--- src/rtl/sdram_host_pkg.sv ---
// Shared types and the read/write data pattern for the SDRAM host sequencer.
package sdram_host_pkg;

    typedef enum logic [2:0] {
        CMD_NOP     = 3'b000,
        CMD_READ    = 3'b001,
        CMD_WRITE   = 3'b010,
        CMD_REFRESH = 3'b011
    } cmd_e;

    typedef enum logic [1:0] {
        MODE_WR_RD = 2'b00,
        MODE_WR    = 2'b01,
        MODE_RD    = 2'b10,
        MODE_REF   = 2'b11
    } mode_e;

    typedef enum logic [2:0] {
        S_IDLE, S_ISSUE, S_ACK, S_WDATA, S_RDATA, S_NEXT, S_PHASE, S_FIN
    } seq_state_e;

    localparam int PAT_W = 64;

    // Computed wide; callers truncate to DATA_W, which matches a DATA_W-wide sum.
    function automatic logic [PAT_W-1:0] pat(input logic [PAT_W-1:0] seed,
                                             input logic [PAT_W-1:0] a,
                                             input logic [PAT_W-1:0] b);
        return seed ^ (a + b);
    endfunction

endpackage

--- src/rtl/sdram_burst_checker.sv ---
// Read-burst checker: beat counter, pattern compare, saturating error count.
// Optional first-mismatch log under SDRAM_SEQ_ERR_LOG_EN.
module sdram_burst_checker
    import sdram_host_pkg::*;
#(
    parameter int ADDR_W    = 32,
    parameter int DATA_W    = 32,
    parameter int BURST_LEN = 8,
    parameter int CNT_W     = 16,
    localparam int BW       = $clog2(BURST_LEN)
) (
    input  logic              CLK,
    input  logic              RESET_N,
    input  logic              clr,
    input  logic              en,
    input  logic              valid,
    input  logic [DATA_W-1:0] data,
    input  logic [ADDR_W-1:0] addr,
    input  logic [DATA_W-1:0] seed,
    output logic              burst_done,
`ifdef SDRAM_SEQ_ERR_LOG_EN
    output logic [ADDR_W-1:0] err_addr,
    output logic [BW-1:0]     err_beat,
    output logic [DATA_W-1:0] err_data,
    output logic              err_valid,
`endif
    output logic [CNT_W-1:0]  err_count
);

    logic [BW-1:0]     beat;
    logic [DATA_W-1:0] expect_d;
    logic              hit, mismatch;

    assign hit        = en && valid;
    assign expect_d   = DATA_W'(pat(PAT_W'(seed), PAT_W'(addr), PAT_W'(beat)));
    assign mismatch   = hit && (data != expect_d);
    assign burst_done = hit && (beat == BW'(BURST_LEN-1));

    always_ff @(posedge CLK or negedge RESET_N) begin
        if (!RESET_N) begin
            beat      <= '0;
            err_count <= '0;
        end else if (clr) begin
            beat      <= '0;
            err_count <= '0;
        end else begin
            if (hit)
                beat <= burst_done ? '0 : beat + 1'b1;
            if (mismatch && (err_count != '1))
                err_count <= err_count + 1'b1;
        end
    end

`ifdef SDRAM_SEQ_ERR_LOG_EN
    always_ff @(posedge CLK or negedge RESET_N) begin
        if (!RESET_N) begin
            err_addr  <= '0;
            err_beat  <= '0;
            err_data  <= '0;
            err_valid <= 1'b0;
        end else if (clr) begin
            err_addr  <= '0;
            err_beat  <= '0;
            err_data  <= '0;
            err_valid <= 1'b0;
        end else if (mismatch && !err_valid) begin
            err_addr  <= addr;
            err_beat  <= beat;
            err_data  <= data;
            err_valid <= 1'b1;
        end
    end
`endif

endmodule

--- src/rtl/sdram_host_sequencer.sv ---
// Host-side SDRAM command sequencer: write/read-check/refresh bursts via CMD/CMDACK.
// Define SDRAM_SEQ_ERR_LOG_EN to add the first-mismatch error log outputs.
module sdram_host_sequencer
    import sdram_host_pkg::*;
#(
    parameter int ADDR_W      = 32,
    parameter int DATA_W      = 32,
    parameter int BURST_LEN   = 8,
    parameter int CNT_W       = 16,
    parameter int ACK_TIMEOUT = 1024,
    localparam int BW         = $clog2(BURST_LEN),
    localparam int TW         = $clog2(ACK_TIMEOUT + 1)
) (
    input  logic              CLK,
    input  logic              RESET_N,
    input  logic              start,
    input  logic [1:0]        mode,
    input  logic [ADDR_W-1:0] base_addr,
    input  logic [CNT_W-1:0]  num_bursts,
    input  logic [DATA_W-1:0] seed,
    output logic [2:0]        CMD,
    output logic [ADDR_W-1:0] ADDR,
    input  logic              CMDACK,
    output logic [DATA_W-1:0] DATAIN,
    output logic              W_DATAEND,
    input  logic [DATA_W-1:0] DATAOUT,
    input  logic              DATAOUT_VALID,
    output logic              busy,
    output logic              done,
    output logic              timeout,
`ifdef SDRAM_SEQ_ERR_LOG_EN
    output logic [ADDR_W-1:0] err_addr,
    output logic [BW-1:0]     err_beat,
    output logic [DATA_W-1:0] err_data,
    output logic              err_valid,
`endif
    output logic [CNT_W-1:0]  err_count
);

    seq_state_e        state, nxt;
    mode_e             mode_r;
    logic [ADDR_W-1:0] base_r, cur_addr;
    logic [CNT_W-1:0]  num_r, remaining;
    logic [DATA_W-1:0] seed_r;
    logic              rd_phase, timeout_r;
    logic [BW-1:0]     wbeat;
    logic [TW-1:0]     ack_cnt;
    logic              go, ack_expired, wlast, rd_done, reload;
    cmd_e              cur_cmd;

    assign go          = (state == S_IDLE) && start;
    assign ack_expired = (ack_cnt == TW'(ACK_TIMEOUT - 1));
    assign wlast       = (state == S_WDATA) && (wbeat == BW'(BURST_LEN - 1));
    assign reload      = (mode_r == MODE_WR_RD) && !rd_phase;
    assign cur_cmd     = (mode_r == MODE_REF) ? CMD_REFRESH :
                         rd_phase             ? CMD_READ    : CMD_WRITE;
    assign timeout     = timeout_r;

    always_ff @(posedge CLK or negedge RESET_N) begin
        if (!RESET_N) state <= S_IDLE;
        else          state <= nxt;
    end

    always_comb begin
        nxt = state;
        case (state)
            S_IDLE:  if (start) nxt = (num_bursts == '0) ? S_FIN : S_ISSUE;
            S_ISSUE: if (CMDACK) nxt = S_ACK;
                     else if (ack_expired) nxt = S_FIN;
            S_ACK:   nxt = (mode_r == MODE_REF) ? S_NEXT :
                           rd_phase             ? S_RDATA : S_WDATA;
            S_WDATA: if (wlast) nxt = S_NEXT;
            S_RDATA: if (rd_done) nxt = S_NEXT;
            S_NEXT:  nxt = (remaining != CNT_W'(1)) ? S_ISSUE : S_PHASE;
            S_PHASE: nxt = reload ? S_ISSUE : S_FIN;
            S_FIN:   nxt = S_IDLE;
            default: nxt = S_IDLE;
        endcase
    end

    always_comb begin
        CMD       = CMD_NOP;
        ADDR      = '0;
        DATAIN    = '0;
        W_DATAEND = 1'b0;
        busy      = (state != S_IDLE) && (state != S_FIN);
        done      = (state == S_FIN);
        case (state)
            S_ISSUE: begin
                CMD  = cur_cmd;
                ADDR = cur_addr;
            end
            S_WDATA: begin
                DATAIN    = DATA_W'(pat(PAT_W'(seed_r), PAT_W'(cur_addr), PAT_W'(wbeat)));
                W_DATAEND = wlast;
            end
            default: ;
        endcase
    end

    always_ff @(posedge CLK or negedge RESET_N) begin
        if (!RESET_N) begin
            mode_r    <= MODE_WR_RD;
            base_r    <= '0;
            cur_addr  <= '0;
            num_r     <= '0;
            remaining <= '0;
            seed_r    <= '0;
            rd_phase  <= 1'b0;
            timeout_r <= 1'b0;
            wbeat     <= '0;
            ack_cnt   <= '0;
        end else begin
            ack_cnt <= (state == S_ISSUE) ? ack_cnt + 1'b1 : '0;
            if (go) begin
                mode_r    <= mode_e'(mode);
                base_r    <= base_addr;
                cur_addr  <= base_addr;
                num_r     <= num_bursts;
                remaining <= num_bursts;
                seed_r    <= seed;
                rd_phase  <= (mode_e'(mode) == MODE_RD);
                timeout_r <= 1'b0;
                wbeat     <= '0;
            end
            if ((state == S_ISSUE) && ack_expired && !CMDACK)
                timeout_r <= 1'b1;
            if (state == S_WDATA)
                wbeat <= wlast ? '0 : wbeat + 1'b1;
            if (state == S_NEXT) begin
                cur_addr  <= cur_addr + ADDR_W'(BURST_LEN);
                remaining <= remaining - 1'b1;
            end
            // Write half of a write-then-check run done: rewind for the read half.
            if ((state == S_PHASE) && reload) begin
                cur_addr  <= base_r;
                remaining <= num_r;
                rd_phase  <= 1'b1;
            end
        end
    end

    sdram_burst_checker #(
        .ADDR_W    (ADDR_W),
        .DATA_W    (DATA_W),
        .BURST_LEN (BURST_LEN),
        .CNT_W     (CNT_W)
    ) u_chk (
        .CLK        (CLK),
        .RESET_N    (RESET_N),
        .clr        (go),
        .en         (state == S_RDATA),
        .valid      (DATAOUT_VALID),
        .data       (DATAOUT),
        .addr       (cur_addr),
        .seed       (seed_r),
        .burst_done (rd_done),
`ifdef SDRAM_SEQ_ERR_LOG_EN
        .err_addr   (err_addr),
        .err_beat   (err_beat),
        .err_data   (err_data),
        .err_valid  (err_valid),
`endif
        .err_count  (err_count)
    );

endmodule

--- config.mk ---
export PLATFORM = sky130hd
export DESIGN_NAME = sdram_host_sequencer
export DESIGN_NICKNAME = d
export VERILOG_FILES = /design/src/rtl/sdram_host_pkg.sv /design/src/rtl/sdram_burst_checker.sv /design/src/rtl/sdram_host_sequencer.sv
export SDC_FILE = /design/constraint.sdc
export NUM_CORES = 1
export LEC_CHECK = 0
export CAP_MARGIN = 20
export CORE_UTILIZATION = 30
export CTS_BUF_LIST = sky130_fd_sc_hd__clkbuf_4
export CTS_CLUSTER_DIAMETER = 50
export CTS_CLUSTER_SIZE = 8
export DETAILED_ROUTE_END_ITERATION = 6
export GPL_ROUTABILITY_DRIVEN = 0
export PLACE_DENSITY = 0.62
export REMOVE_ABC_BUFFERS = 1
export SYNTH_ARGS = -nofsm -noshare
export SYNTH_HDL_FRONTEND = slang
export SYNTH_SLANG_ARGS = --single-unit
--- constraint.sdc ---
create_clock -name CLK -period 9.6 [get_ports CLK]
set_input_delay 1.92 -clock CLK [delete_from_list [all_inputs] [get_ports CLK]]
set_output_delay 1.92 -clock CLK [all_outputs]
set_load 0.02 [all_outputs]
=== After elaboration in Yosys (flattened, before gate mapping) ===
Cells that the tools add are included.

* Register bits after elaboration: 168
* Bits of input ports: 119
* Output and inout port bits: 87
* Word-level logic and storage cells: 103

* Add/sub/neg operators: 8
* Equality and inequality tests: 20
* Mux-type cells: 36
* Bitwise operators: 2
* Reductions and logical operators: 24

{| class="wikitable"
|+ Operator list
! operator !! count
|-
| 32-bit 2-to-1 mux || 5
|-
| 16-bit 2-to-1 mux || 5
|-
| 32-bit by 3-bit adder with 32-bit output || 2
|-
| 32-bit XOR || 2
|-
| 3-bit 2-to-1 mux || 16
|-
| 32-bit by 4-bit adder with 32-bit output (second input constant) || 1
|-
| 32-bit inequality test || 1
|-
| 3-bit case mux with 8 select lines || 1
|-
| 3-bit equality test (second input constant) || 6
|-
| 16-bit by 1-bit adder with 16-bit output (second input constant) || 1
|-
| 16-bit logical NOT || 1
|-
| 16-bit by 1-bit inequality test with 1-bit output (second input constant) || 1
|-
| 16-bit inequality test (second input constant) || 1
|-
| 16-bit by 1-bit subtractor with 16-bit output (second input constant) || 1
|-
| 11-bit by 1-bit adder with 11-bit output (second input constant) || 1
|-
| 11-bit by 10-bit equality test with 1-bit output (second input constant) || 1
|-
| 1-bit logical AND || 11
|-
| 11-bit 2-to-1 mux || 1
|-
| 2-bit nonzero test || 5
|-
| 3-bit by 1-bit adder with 3-bit output (second input constant) || 2
|-
| 3-bit by 2-bit equality test with 1-bit output (second input constant) || 2
|-
| 2-bit 2-to-1 mux || 3
|-
| 2-bit inequality test (second input constant) || 3
|-
| 3-bit inequality test (second input constant) || 2
|-
| other kinds (8) || 15
|}

=== Longest topological paths before layout ===
* Depth in word-level cells: 7
* Depth in mapped cells: 14
* Depth with buffers taken out: 12

=== Modules after synthesis ===
From an unflattened synthesis, not the netlist that was laid out.

* Cell total of the unflattened synthesis: 1358
* Area, all modules: 11125.7 µm²

{| class="wikitable"
|+ By module, submodules not included
! module !! instances !! cells an instance !! area an instance (µm²) !! seq. area each (µm²)
|-
| sdram_host_sequencer || 1 || 1065 || 8660.8 || 3728.6
|-
| sdram_burst_checker || 1 || 293 || 2464.9 || 475.5
|}

=== Least setup slack after synthesis ===
OpenSTA, ideal clock, no wires.

* Path kind: register to output
* Start: reg cur_addr[4]
* End: out DATAIN[31]
* Data arrival time: 2.563 ns
* Data required time: 7.680 ns
* Setup slack: 5.117 ns
* Stages on the path, launching flop included: 8
* Path buffers: 1
* Cell sequence: dfrtp_1 -> ha_1 -> nand4_2 -> or4_1 -> buf_2 -> or3_1 -> or3_1 -> a21oi_1

* Cells in the longest elaborated chain, start to end: 3

{| class="wikitable"
|+ Ends and longest elaborated chain
! element !! RTL line !! text
|-
| start: declaration || sdram_host_sequencer.sv:42 || <nowiki>logic [ADDR_W-1:0] base_r, cur_addr;</nowiki>
|-
| start signal: assignment || sdram_host_sequencer.sv:118 || <nowiki>cur_addr <= base_addr;</nowiki>
|-
| start signal: assignment || sdram_host_sequencer.sv:131 || <nowiki>cur_addr <= cur_addr + ADDR_W'(BURST_LEN);</nowiki>
|-
| start signal: assignment || sdram_host_sequencer.sv:136 || <nowiki>cur_addr <= base_r;</nowiki>
|-
| 32-bit by 3-bit adder with 32-bit output || sdram_host_pkg.sv:28 || <nowiki>return seed ^ (a + b);</nowiki>
|-
| 32-bit XOR || sdram_host_pkg.sv:28 ||
|-
| 32-bit 2-to-1 mux || sdram_host_sequencer.sv:88 || <nowiki>case (state)</nowiki>
|-
| end: declaration || sdram_host_sequencer.sv:24 || <nowiki>output logic [DATA_W-1:0] DATAIN,</nowiki>
|}

No other way between the ends.

=== Final worst setup path ===
* Start: reg cur_addr[3]
* End: out DATAIN[23]

Same word-level chain as after synthesis.

==> flow_summary.yaml <==
status:
  status: "finished with violations"
  violations: "DRC"
logic_synthesis:
  synthXorXnorAreaFrac_pct: 12.3
  synth.area.mux_share_pct: 1.31
  synth.ff_latch_count: 168
  synth_area_leader_cell: "dfrtp_1"
  synth_compound_area_share_pct: 13.6
  synth-edff-count: 0
  synthTopCellsByArea: "dfrtp_1 39%, nand2_1 10%, xnor2_1 6.3%"
  ys.warnings.count: 0
  syn_area_um2: 10900
  synth_area_per_cell_um2: 8.05
  synth_top_family_by_area: "simple AND/OR/NAND/NOR gates"
  seq_area_frac_synth_pct: 38.6
  synth_top_area_share_pct: 38.6
  synthAdderAreaFrac_pct: 2.09
  synth_ff_type: "dfrtp_1"
  synth_common_cells: "302 x nand2_1, 168 x dfrtp_1, 149 x nor2_1"
  synth.distinct_cells: 71
  ys_async_sr_fraction_pct: 100
  synthCells: 1351
  synth_simple_gate_area_share_pct: 27.8
  synth_most_common_cell: "nand2_1"
floorplan:
  rows: 69
  core_um2: 35700
  die_w_um: 192
  start_util_pct: 30.5
  fp.dieH_um: 192
  ioPinCount: 206
  die_area_um2: 37000
power:
  seqPwrFrac_pct: 32.1
  finalPower_uw: 4160
  internal-power_uw: 2120
  switching_share_pct: 48.9
  power.leakage_uw: 0.00571
  combPwrFrac_pct: 57.9
  vdd_drop_max_v: 0.000173
  power_switching_uw: 2040
  clkPwrFrac_pct: 10.0
  p_per_area_nw_per_um2: 308
routing:
  post_drt_wl_per_cell_um: 18.4
  final_antenna_net_count: 0
  drt-met1-wl_um: 16600
  wl_met2_um: 16500
  vias_per_cell: 5.15
  drt-total-wl_um: 36200
  drc_errors: 16
  top_layer_used: "met5"
  num_vias: 10100
  drt_iter0_markers: 695
  wl_met3_um: 2130
  drtPass1Iterations: 7
worst_setup_path:
  criticalPathCategory: "register to primary output"
  cp_common_cell: "nor2_1"
  r2r_setup_slack_ps: 5540
  worst_path_max_delay_cell: "nor4_2"
  required_ps: 7680
  max_stage_delay_ps: 800
  cp_top_family: "simple AND/OR/NAND/NOR gates"
  crit_fanout: 9
  crit_buf_inv: 1
  cp-end-kind: "primary output"
  reg2reg_depth: 10
  arrival_ps: 4020
  regToRegStartpoint: "cur_addr[3]"
  cp-start-kind: "register"
  crit_chain: "ha_1 > nand4_2 > nor4_2 > nand3_1 > nor2_1 > xor2_1 > nor2_1 > clkdlybuf4s50_1"
  reg2reg_to: "u_chk.err_count[15]"
clocking:
  cts_root_buffer: "clkbuf_4"
  post_cts.repair.setup_buffers: 0
  h-tree-depth: 4
  cts_tree: "yes"
  clockBufferDepth: 2
  cts_resized: 0
  clock_sinks: 168
  clkLatencyLatePin_ps: 620
  numCtsBuffers: 17
  cts_hold_buf: 0
  clk_pin_slew_worst_paths_ps: 150
timing:
  fmax_mhz: 168
  tightest_slew_ps: 1030
  max_slew_margin_pct: 31.3
  fin_crit_sh_pct: 61.9
  holdWs_ps: 496
  hold_violations: 0
  fin_skew_ps: 34.0
  rsz0062_at_grt: "no"
  setup_viol: 0
  fin_crit_ps: 5940
  slew_violations: 0
  fin_tns_setup_ps: 0
  fin_ws_ps: 3660
cells_and_area:
  nNetsFinal: 1629
  drive_gt1_share_pct: 4.58
  syn_to_final_growth_pct: 24.3
  stdcell_count: 1969
  fill_cells: 3641
grt:
  grt-ovfl-total: 0
  grt_pass1_vias: 9737
  antenna_found_initial: 4
  grt_max_degree: 93
  grt_first_pass_wirelength_um: 55900
  gr-usage-all-layers_pct: 19.7
placed_design:
  io_buffers: 204
  place_ws_ps: 4330
  dp.cells: 1933
  detailed_place_hpwl_um: 25500
min_path:
  hold_path_class: "register to register"
  hold_end: "base_r[2]"
  min_from: "base_r[2]"
  hold_depth: 2
run:
  maxCapViolations: 0
-- power by group through the flow --
stage / logic [µW] / clock network [µW] / registers [µW]
floorplan: 1620 / 0 / 1260
global placement: 2360 / 0 / 1330
detailed placement: 2390 / 0 / 1340
CTS: 2400 / 427 / 1330
global route: 2650 / 453 / 1380
finish: 2410 / 415 / 1340
-- cell usage in the layout, fill, tap and decap left out, drive strengths merged, types with 4 or more instances in the layout --
master         Yosys  layout
a31oi              6       6
and4               7       7
o21ai             28      28
xnor2             78      78
nor2             149     149
nand4             17      17
a22o               6       6
nand3             32      32
ha                15      15
buf               31      16
dfrtp            168     168
inv               15      19
clkdlybuf4s50      0     203
nor3              17      17
nor2b              8       8
nand2            302     302
nor4              16      16
mux2i             12      12
a211oi            46      46
clkinv             0       5
or3               25      25
a21oi            119     119
clkbuf            65      18
or4                9       9
o31ai              4       4
xor2              62      62
and3              49      49
and2               4       4
nand2b             8       8
nor4b              4       4
a21o               4       4
-- worst register-to-register path, delay by kind of cell (launching register included) --
family	cells	cell delay, ps
fa+ha+maj	1	360
compound gates	3	820
simple gates	6	2280
flops	1	540
-- how the worst max path moves through the flow --
stage	from	endpoint	slack (ps)	depth (start not counted)
4_1_cts	cur_addr[3]	DATAIN[23]	3620	8
3_5_place_dp	cur_addr[3]	DATAIN[23]	4330	8
6_report	cur_addr[3]	DATAIN[23]	3660	8
2_1_floorplan	rd_phase	cur_addr[4]	1760	4
3_3_place_gp	cur_addr[3]	DATAIN[23]	4390	8
5_1_grt	cur_addr[3]	DATAIN[23]	3350	8
-- state kept, by name, summed over array words and instances (netlist names) --
| register | cells |
|---|---|
| state | 3 |
| cur_addr | 32 |
| timeout | 1 |
| mode_r | 2 |
| base_r | 32 |
| u_chk.err_count | 16 |
| ack_cnt | 11 |
| wbeat | 3 |
| u_chk.beat | 3 |
| rd_phase | 1 |
| remaining | 16 |
| seed_r | 32 |
| num_r | 16 |
-- per-layer routing --
layer	track usage, %	vias to the layer above
li1	-	4894
met1	26.9	4896
met2	31.0	292
met3	3.78	51
met4	6.94	2
met5	0	-
-- through the flow --
step,utilization [%],area (µm²)
after floorplan,-,10500
after global routing,37.9,13500
after CTS,37.8,13500
final,37.9,13500
after global placement,37.1,13200
after detailed placement,37.1,13200
-- layout make-up --
| class | count | area, µm² | share of cell area [%] |
|---|---|---|---|
| Clock inverter | 13 | 121 | 0.897 |
| Antenna cell | 3 | 7.51 | 0.0555 |
| Timing Repair Buffer | 219 | 2180 | 16.1 |
| Tap cell | 461 | 577 | 4.26 |
| Inverter | 15 | 56.3 | 0.416 |
| Clock buffer | 18 | 135 | 0.999 |
| Sequential cell | 168 | 4200 | 31.1 |
| Multi-Input combinational cell | 1072 | 6250 | 46.2 |
-- cells by family after synthesis --
kind of cell | Yosys count
simple gates | 656
flops | 168
buf+inv | 111
mux | 14
other cells | 1
xor+xnor | 145
fa+ha+maj | 17
compound gates | 239
Power figures use the tool's default switching activity.
